### config.mk
export PLATFORM = sky130hd
export DESIGN_NAME = clic_irq_arbiter
export DESIGN_NICKNAME = d
export VERILOG_FILES = /design/src/rtl/clic_pkg.sv /design/src/rtl/clic_max_tree.sv /design/src/rtl/clic_irq_arbiter.sv
export SDC_FILE = /design/constraint.sdc
export NUM_CORES = 2
export LEC_CHECK = 0
export ABC_AREA = 1
export CAP_MARGIN = 20
export CORE_AREA = 3 3 285 287
export DETAILED_ROUTE_END_ITERATION = 8
export DIE_AREA = 0 0 288 290
export PLACE_DENSITY = 0.7
export SLEW_MARGIN = 20
export SYNTH_ARGS = -nofsm -noshare
export SYNTH_HDL_FRONTEND = slang
export SYNTH_SLANG_ARGS = --single-unit
### constraint.sdc
create_clock -name clk_i -period 12.85 [get_ports clk_i]
set_input_delay 3.2125 -clock clk_i [delete_from_list [all_inputs] [get_ports clk_i]]
set_output_delay 3.2125 -clock clk_i [all_outputs]
set_load 0.02 [all_outputs]
### src/rtl/clic_pkg.sv
// clic_pkg: shared types, FSM states and rank compare for the CLIC interrupt arbiter
// Candidate fields are sized for the largest legal configuration (1024 sources,
// 16-bit ctl) so one struct type serves every build; narrower values are zero-extended.
package clic_pkg;
  localparam int DefCtlWidth = 8;
  localparam int MaxIdWidth = 10;
  localparam int MaxCtlWidth = 16;
  typedef struct packed {
    logic                   valid;
    logic [MaxIdWidth-1:0]  id;
    logic [MaxCtlWidth-1:0] ctl;
  } clic_cand_t;
  typedef enum logic [1:0] {IDLE, OFFER, CLEAR, COOL} arb_state_e;
  // a outranks b: valid beats invalid, then higher ctl, then higher id
  function automatic logic rank_gt(input clic_cand_t a, input clic_cand_t b);
    return a.valid && (!b.valid || a.ctl > b.ctl || (a.ctl == b.ctl && a.id > b.id));
  endfunction
endpackage

### src/rtl/clic_max_tree.sv
// clic_max_tree: combinational N-input maximum over ranked interrupt candidates
// Ports: cand_i - N candidates; max_o - highest-ranked candidate (all-zero if none valid).
module clic_max_tree
  import clic_pkg::*;
#(
  parameter int N = 8
) (
  input  clic_cand_t cand_i [N],
  output clic_cand_t max_o
);
  always_comb begin
    max_o = '0;
    for (int i = 0; i < N; i++) max_o = rank_gt(cand_i[i], max_o) ? cand_i[i] : max_o;
  end
endmodule

### src/rtl/clic_irq_arbiter.sv
// clic_irq_arbiter: two-stage pipelined CLIC interrupt arbiter with valid/ready offer and edge pending-clear
// Ports:
//   clk_i, rst_i         clock, asynchronous active-high reset
//   ip_i, ie_i, edge_i   per-source pending, enable, edge-triggered flag
//   ctl_i                per-source clicintctl, packed {src NrSrc-1 .. src 0}
//   thresh_i             effective threshold; candidates need ctl > thresh_i
//   irq_valid_o/ready_i  offer handshake; irq_id_o/irq_ctl_o held while offered
//   clr_valid_o/clr_id_o one-cycle pending-clear for claimed edge sources
//   shv_i, irq_shv_o     selective hardware vectoring, present only with CLIC_SHV_EN defined
module clic_irq_arbiter
  import clic_pkg::*;
#(
  parameter int NrSrc      = 64,
  parameter int CtlWidth   = DefCtlWidth,
  parameter int GroupSize  = 8,
  parameter int CoolCycles = 2,
  localparam int IdW       = $clog2(NrSrc)
) (
  input  logic                      clk_i,
  input  logic                      rst_i,
  input  logic [NrSrc-1:0]          ip_i,
  input  logic [NrSrc-1:0]          ie_i,
  input  logic [NrSrc-1:0]          edge_i,
  input  logic [NrSrc*CtlWidth-1:0] ctl_i,
  input  logic [CtlWidth-1:0]       thresh_i,
  output logic                      irq_valid_o,
  input  logic                      irq_ready_i,
  output logic [IdW-1:0]            irq_id_o,
  output logic [CtlWidth-1:0]       irq_ctl_o,
  output logic                      clr_valid_o,
  output logic [IdW-1:0]            clr_id_o
`ifdef CLIC_SHV_EN
  ,
  input  logic [NrSrc-1:0]          shv_i,
  output logic                      irq_shv_o
`endif
);
  localparam int NrGrp = NrSrc / GroupSize;
  localparam int CoolW = $clog2(CoolCycles + 1);
  clic_cand_t s1_d [NrGrp];
  clic_cand_t s1_q [NrGrp];
  clic_cand_t s2_d, s2_q;
  arb_state_e state_q, state_d;
  logic irq_valid_q, irq_valid_d, clr_valid_q, clr_valid_d, shv_q, shv_d;
  logic [IdW-1:0] irq_id_q, irq_id_d, clr_id_q, clr_id_d;
  logic [CtlWidth-1:0] irq_ctl_q, irq_ctl_d;
  logic [CoolW-1:0] cool_q, cool_d;
  logic retract;
  logic unused_s2;
  assign unused_s2 = ^s2_q;
  for (genvar g = 0; g < NrGrp; g++) begin : gen_grp
    clic_cand_t grp [GroupSize];
    for (genvar j = 0; j < GroupSize; j++) begin : gen_src
      localparam int S = g * GroupSize + j;
      assign grp[j] = '{
        valid: ip_i[S] & ie_i[S] & (ctl_i[S*CtlWidth +: CtlWidth] > thresh_i),
        id:    MaxIdWidth'(S),
        ctl:   MaxCtlWidth'(ctl_i[S*CtlWidth +: CtlWidth])
      };
    end
    clic_max_tree #(.N(GroupSize)) u_grp (.cand_i(grp), .max_o(s1_d[g]));
  end
  clic_max_tree #(.N(NrGrp)) u_top (.cand_i(s1_q), .max_o(s2_d));
  // The offer is withdrawn when the latched source stops qualifying, judged on live inputs
  assign retract = !(ip_i[irq_id_q] & ie_i[irq_id_q]) || irq_ctl_q <= thresh_i;
`ifdef CLIC_SHV_EN
  assign irq_shv_o = shv_q;
  assign shv_d = (state_q == IDLE && s2_q.valid) ? shv_i[s2_q.id[IdW-1:0]] : shv_q;
`else
  assign shv_d = 1'b0;
  logic unused_shv;
  assign unused_shv = shv_q;
`endif
  always_comb begin
    state_d     = state_q;
    irq_valid_d = irq_valid_q;
    irq_id_d    = irq_id_q;
    irq_ctl_d   = irq_ctl_q;
    clr_valid_d = 1'b0;
    clr_id_d    = clr_id_q;
    cool_d      = cool_q;
    case (state_q)
      IDLE: if (s2_q.valid) begin
        state_d     = OFFER;
        irq_valid_d = 1'b1;
        irq_id_d    = s2_q.id[IdW-1:0];
        irq_ctl_d   = s2_q.ctl[CtlWidth-1:0];
      end
      OFFER: if (irq_ready_i) begin
        state_d     = CLEAR;
        irq_valid_d = 1'b0;
        clr_valid_d = edge_i[irq_id_q];
        clr_id_d    = edge_i[irq_id_q] ? irq_id_q : clr_id_q;
      end else if (retract) begin
        state_d     = IDLE;
        irq_valid_d = 1'b0;
      end
      CLEAR: begin
        state_d = COOL;
        cool_d  = '0;
      end
      default: begin
        cool_d  = cool_q + 1'b1;
        state_d = (cool_q == CoolW'(CoolCycles - 1)) ? IDLE : COOL;
      end
    endcase
  end
  always_ff @(posedge clk_i or posedge rst_i) begin
    if (rst_i) begin
      for (int i = 0; i < NrGrp; i++) s1_q[i] <= '0;
      s2_q        <= '0;
      state_q     <= IDLE;
      irq_valid_q <= 1'b0;
      irq_id_q    <= '0;
      irq_ctl_q   <= '0;
      clr_valid_q <= 1'b0;
      clr_id_q    <= '0;
      cool_q      <= '0;
      shv_q       <= 1'b0;
    end else begin
      for (int i = 0; i < NrGrp; i++) s1_q[i] <= s1_d[i];
      s2_q        <= s2_d;
      state_q     <= state_d;
      irq_valid_q <= irq_valid_d;
      irq_id_q    <= irq_id_d;
      irq_ctl_q   <= irq_ctl_d;
      clr_valid_q <= clr_valid_d;
      clr_id_q    <= clr_id_d;
      cool_q      <= cool_d;
      shv_q       <= shv_d;
    end
  end
  assign irq_valid_o = irq_valid_q;
  assign irq_id_o    = irq_id_q;
  assign irq_ctl_o   = irq_ctl_q;
  assign clr_valid_o = clr_valid_q;
  assign clr_id_o    = clr_id_q;
endmodule

* Yosys cells after proc, flatten, opt, wreduce, memory -nomap -nowiden
Index checks and enable logic that the tools add are counted.
** Storage, ports and cells
- Memories kept :: 0
- Word-level logic and storage cells :: 838
- Bits in writable memories :: 0
- ROM bits :: 0
- Bits in latches :: 0
- Bits of input ports :: 715
- Register bits :: 257
- Output and inout port bits :: 22
** Operators by class
- Mux-type cells :: 90
- $lt $le $gt $ge :: 192
- Equal/unequal tests :: 68
- Bitwise operators :: 129
- Reduce and logical (&&, ||, !) cells :: 324
- Multiply operators :: 0
- $add $sub $neg :: 1
- Shifts and indexed selects :: 0
- Divide/modulo/power cells :: 0
** Operators with widths (number)
- 2-to-1 mux 27 bit :: 72
- == test 8 x 16 -> 1 bit :: 56
- greater-than comparator 8 x 16 -> 1 bit :: 56
- greater-than comparator 8 bit :: 64
- greater-than comparator 6 x 10 -> 1 bit (first input constant) :: 28
- greater-than comparator 5 x 10 -> 1 bit (first input constant) :: 14
- bitwise AND 1 bit :: 129
- logical OR 1 bit :: 127
- logical AND 1 bit :: 126
- == test 16 bit :: 7
- greater-than comparator 16 bit :: 7
- greater-than comparator 10 bit :: 7
- greater-than comparator 4 x 10 -> 1 bit (first input constant) :: 7
- zero test 1 bit :: 64
- greater-than comparator 3 x 10 -> 1 bit (first input constant) :: 4
- greater-than comparator 2 x 10 -> 1 bit (first input constant) :: 2
- binary-select mux 1 bit (select 6 bit) :: 3
- greater-than comparator 1 x 10 -> 1 bit (first input constant) :: 1
- less-or-equal comparator 8 bit :: 1
- 2-to-1 mux 1 bit :: 8
- 2-to-1 mux 2 bit :: 4
- < comparator 6 x 7 -> 1 bit (second input constant) :: 1
- case mux 2 bit (3 select lines) :: 1
- AND reduction 3 bit :: 2
- 11 further kinds :: 13

* Logic depth before layout (Yosys ltp)
- Word-level depth :: 38
- Mapped depth :: 109
- Depth with buffers taken out :: 105

* Modules after synthesis
A second synthesis with hierarchy kept.
** Unflattened totals
- Cell total of the unflattened synthesis :: 14143
- Area, all modules :: 94480.6 um^2
** Modules (own cells, without submodules)
- clic_max_tree at gen_grp[1].u_grp ... :: area an instance 8439.3 um^2, seq. area each 0.0 um^2, instances 4, cells an instance 1312
- clic_irq_arbiter :: area an instance 19782.7 um^2, seq. area each 6431.2 um^2, instances 1, cells an instance 2235
- clic_max_tree at gen_grp[2].u_grp ... :: area an instance 8219.1 um^2, seq. area each 0.0 um^2, instances 2, cells an instance 1344
- clic_max_tree at gen_grp[4].u_grp :: area an instance 8434.3 um^2, seq. area each 0.0 um^2, instances 1, cells an instance 1336
- clic_max_tree at gen_grp[0].u_grp :: area an instance 8171.6 um^2, seq. area each 0.0 um^2, instances 1, cells an instance 1323
- clic_max_tree at u_top :: area an instance 7896.3 um^2, seq. area each 0.0 um^2, instances 1, cells an instance 1313

* Worst setup path after synthesis
No wires, ideal clock.
- Path kind :: input-to-reg
- From :: input port thresh_i[1]
- To :: register, netlist name s1_q[1]
- Data required time :: 12.727 ns
- Slack :: -5.649 ns
- Arrival time :: 18.375 ns
- Buffers on the path :: 7
- Stages on the path :: 97
- Cells stage by stage :: inv_1 > ha_1 > a21oi_1 > o21ai_1 > a21oi_1 > o211ai_1 > nand2_1 > inv_2 > nand2_1 > ha_1 > a21boi_1 > o21a_1 > o21a_1 > o21a_1 > o21a_1 > o211ai_1 > nand3_1 > nand2_2 > [... 61 more ...] > o21a_1 > o31ai_1 > buf_2 > nand2_1 > o21ai_2 > ha_1 > a21boi_0 > o21ai_0 > nand2_1 > a21oi_1 > o21ai_0 > nand3_1 > o311ai_1 > nand2_1 > inv_1 > buf_4 > nand2_1 > o21ai_1
** RTL lines
- start: declaration :: line clic_irq_arbiter.sv:25 : input logic [CtlWidth-1:0] thresh_i,

==> parameters.txt <==
Parameter                              Value

Layout
  Fraction of layout instances using a drive strength above 1 ... 26.4%
  Number of nets in the finished design ... 8428
  Number of fill cells ... 6419
  Area added between synthesis and finish ... 58.0%

Run status
  Outcome ... finished, violations left
  Violated checks ... negative setup slack

Synthesis
  Average footprint of a synthesized cell ... 7.00 um^2
  Count of warnings emitted by yosys ... 0
  Synthesized netlist cell count ... 4980
  Number of synthesized flops with an enable pin ... 0
  Xor and xnor fraction of the mapped netlist area ... 0%
  Mapped Nets ... 6750
  Simple-gate share of the synthesized area ... 20.7%
  Share of flip-flops with an asynchronous set or reset ... 100%
  Commonest cells in the netlist ... nand2_1, ha_1, o21ai_0, a21oi_1, inv_1
  Register bit total from synthesis ... 144
  Primary flip-flop cell chosen by synthesis mapping ... dfrtp_1
  Post-synth top area cell ... ha_1
  Complex-gate fraction of the synthesized area ... 25.3%
  Area share of fa/ha/maj cells after synthesis ... 37.9%
  Fraction of post-synthesis cell area in the top cell type by area ... 37.9%
  Number of distinct library cells after synthesis ... 58
  Dominant combinational cell family by area after synthesis ... adder cells
  Most frequently used cell type in the post-synthesis netlist ... nand2_1
  Main area contributors after synthesis ... ha_1, nand2_1, dfrtp_1, o21ai_0, a21oi_1
  Cell area after synthesis ... 0.0348 mm^2
  Proportion of synthesized area in mux cells ... 0%
  Seq/Total Area, Yosys ... 10.3%

Critical path
  Worst path bufs/invs ... 10
  Data required time of the worst path ... 13.17 ns
  Data arrival time at the worst-slack endpoint ... 16.76 ns
  Biggest fanout along the worst timing path ... 8
  Class of the most critical setup path ... in2reg
  Cell repeated most along the worst path ... o21a_1
  Slowest-stage cell, CP ... o31ai_4
  Critical Path End Type ... flip-flop
  Largest stage delay on the critical path ... 0.36 ns
  Largest delay contributor family on the critical path ... compound AO/OA/AOI/OAI gates
  Critical path launch point type ... primary input

Power
  Highest ir drop seen on vdd ... 0.000186 V
  Power per Cell Area ... 117 mW/mm^2
  Leakage ... 27.7 nW

CTS
  H-Tree Level Count ... 4
  Number of buffers added by the clock tree synthesis step ... 17
  Clock-pin transition on the worst setup and hold timing paths ... 0.07 ns
  TritonCTS clock tree ... done
  Hold buffer count at cts ... 0
  Clock root cell ... clkbuf_16
  Buffer depth of the longest clock path ... 2
  TritonCTS sink count ... 144
  Worst-skew pair later-pin latency ... 0.43 ns

STA
  Shortest period the worst path allows ... 16.44 ns
  Post-route worst setup slack ... -3.59 ns
  RSZ-0062 raised after global routing ... true
  Maximum clock skew at final layout ... 0.0109 ns
  Final number of hold-violating endpoints ... 0
  Tcrit/Tclk final ... 128%
  Pins over their slew limit ... 0
  Relative slew slack ... 36.7%
  Transition at the pin with the smallest max-transition slack ... 0.949 ns
  Maximum achievable frequency ... 0.0608 GHz
  Setup total negative slack ... -295.25 ns
  Tightest hold margin ... 0.446 ns
  Setup Viol. Count Final ... 102

Global route
  Gr usage total ... 33.7%
  Antenna violations before repair ... 37
  Largest net degree at the start of global routing ... 76
  Total gr overflow ... 0
  Global-route wire length before repair ... 221000 um
  Vias in the first global route ... 40359

Place
  Routability congestion estimate from global placement ... 1.01
  Total of buffers placed on input and output ports ... 736
  Hpwl dp ... 121000 um

Die
  Number of placement rows ... 103
  Placeable core region ... 0.0789 mm^2
  Die Height ... 290 um
  Die outline width ... 288 um
  Die ar. ... 0.0835 mm^2
  Effective utilization at floorplan ... 44.2%
  Top-level port count ... 737

Drt
  Routed vias ... 42984
  First-pass iteration count of the detailed router ... 5
  Post-detailed-routing wire length ... 156000 um
  DRC ... 0
  Initial DRC count ... 2286
  Detail Route Antenna Nets ... 0
  Vias/cell ... 5.54
  Routed length per instance ... 20.1 um

Worst hold path
  Path category of the worst min-delay check ... reg2reg

Flow run
  Max-cap violations ... 0
## sequential cells by signal, indices dropped and copies added (netlist names)
register,count
clr_valid_o,1
cool_q,2
s2_q,15
irq_valid_o,1
state_q,2
s1_q,103
clr_id_o,6
irq_ctl_o,8
irq_id_o,6
## timing repair
| action | in CTS | in global routing |
|---|---|---|
| cloned | 3 | 17 |
| endpoints found under the setup margin | 102 | 116 |
| setup buffers | 95 | 121 |
| gates resized for setup | 235 | 804 |
| pin swaps | 71 | 308 |
## cells by family (layout without fill, tap and decap cells)
kind of cell / Yosys count / in the layout
other cells: 0 / 39
buf+inv: 501 / 2187
compound gates: 1468 / 1468
flops: 144 / 144
fa+ha+maj: 1055 / 1055
simple gates: 1812 / 1817
## stage by stage
step / total power, mW / cell area (um^2) / util, % / std cells / worst slack (ns)
floorplan: 3.66 / 35000 / - / 4980 / -4.92
global placement: 5.33 / 49300 / 62.4 / 7457 / -4.11
detailed placement: 5.45 / 49300 / 62.4 / 7457 / -4.39
CTS: 6.06 / 51100 / 64.8 / 7587 / -3.46
global route: 7.09 / 55000 / 69.8 / 7754 / -4.35
finish: 6.44 / 55000 / 69.8 / 7760 / -3.59
## routing by layer
metal  GRT usage (%)  wire length (um)  up-vias
met5               0                27        -
met4            19.2             11700        4
met3            4.12             10100      523
met2            58.9             74600     1572
met1            39.4             59400    19851
li1                -                 -    21034
## worst reg2reg max path: cells and delay by family (launching register included)
family,cells,cell delay [ns]
AOI/OAI and AO/OA,19,3.90
adders and majority gates,7,2.29
and+or+nand+nor,39,3.97
buffers and inverters,10,1.05
DFF,1,0.50
## layout by cell type (no fill, tap or decap), drive strengths merged, types with 4 or more instances in the layout
| cell | count |
|---|---|
| diode | 39 |
| nand3b | 14 |
| clkinv | 7 |
| o22ai | 8 |
| a32o | 8 |
| dlygate4sd2 | 7 |
| a21o | 16 |
| o311ai | 4 |
| a21oi | 381 |
| clkdlybuf4s50 | 710 |
| a211oi | 59 |
| inv | 391 |
| nand2 | 1375 |
| a31oi | 7 |
| o31ai | 9 |
| nor3 | 21 |
| or2 | 10 |
| o211ai | 27 |
| nand4 | 13 |
| dfrtp | 144 |
| a221oi | 64 |
| nand3 | 97 |
| o21a | 94 |
| clkbuf | 28 |
| dlymetal6s2s | 5 |
| o221ai | 16 |
| ha | 1055 |
| o21bai | 29 |
| o21ai | 689 |
| buf | 1021 |
| clkinvlp | 16 |
| nor2 | 280 |
| a21boi | 47 |
## area by class of cell
class	count	area (um^2)	area share (%)
multi-input combinational	4340	32000	58.1
timing repair buffer	1754	15800	28.8
sequential	144	3610	6.55
inverter	393	1560	2.84
tap	1050	1310	2.39
clock buffer	18	439	0.798
clock inverter	14	143	0.259
antenna	39	97.6	0.177
timing repair inverter	8	67.6	0.123
## path summary, 6_finish.rpt
check | cells after the start | startpoint | slack, ns | endpoint
setup / recovery | 95 | ctl_i[449] | -3.59 | s1_q[4]
hold / removal | 2 | s2_q[6] | 0.45 | irq_ctl_o[6]
setup reg to reg | 75 | s1_q[215] | 1.08 | s2_q[2]
hold reg to reg | 2 | s2_q[6] | 0.45 | irq_ctl_o[6]
max in group asynchronous | 3 | rst_i | 8.12 | irq_id_o[2]
min in group asynchronous | 2 | rst_i | 3.29 | clr_id_o[2]
## report_power, final
| group | switching [mW] | internal (mW) | leakage, nW |
|---|---|---|---|
| sequential | 0.114 | 0.611 | 1.76 |
| combinational | 3.02 | 2.21 | 25.6 |
| clock | 0.214 | 0.278 | 0.284 |
| total | 3.34 | 3.10 | 27.7 |
No activity file was read; power rests on OpenSTA's default activity.
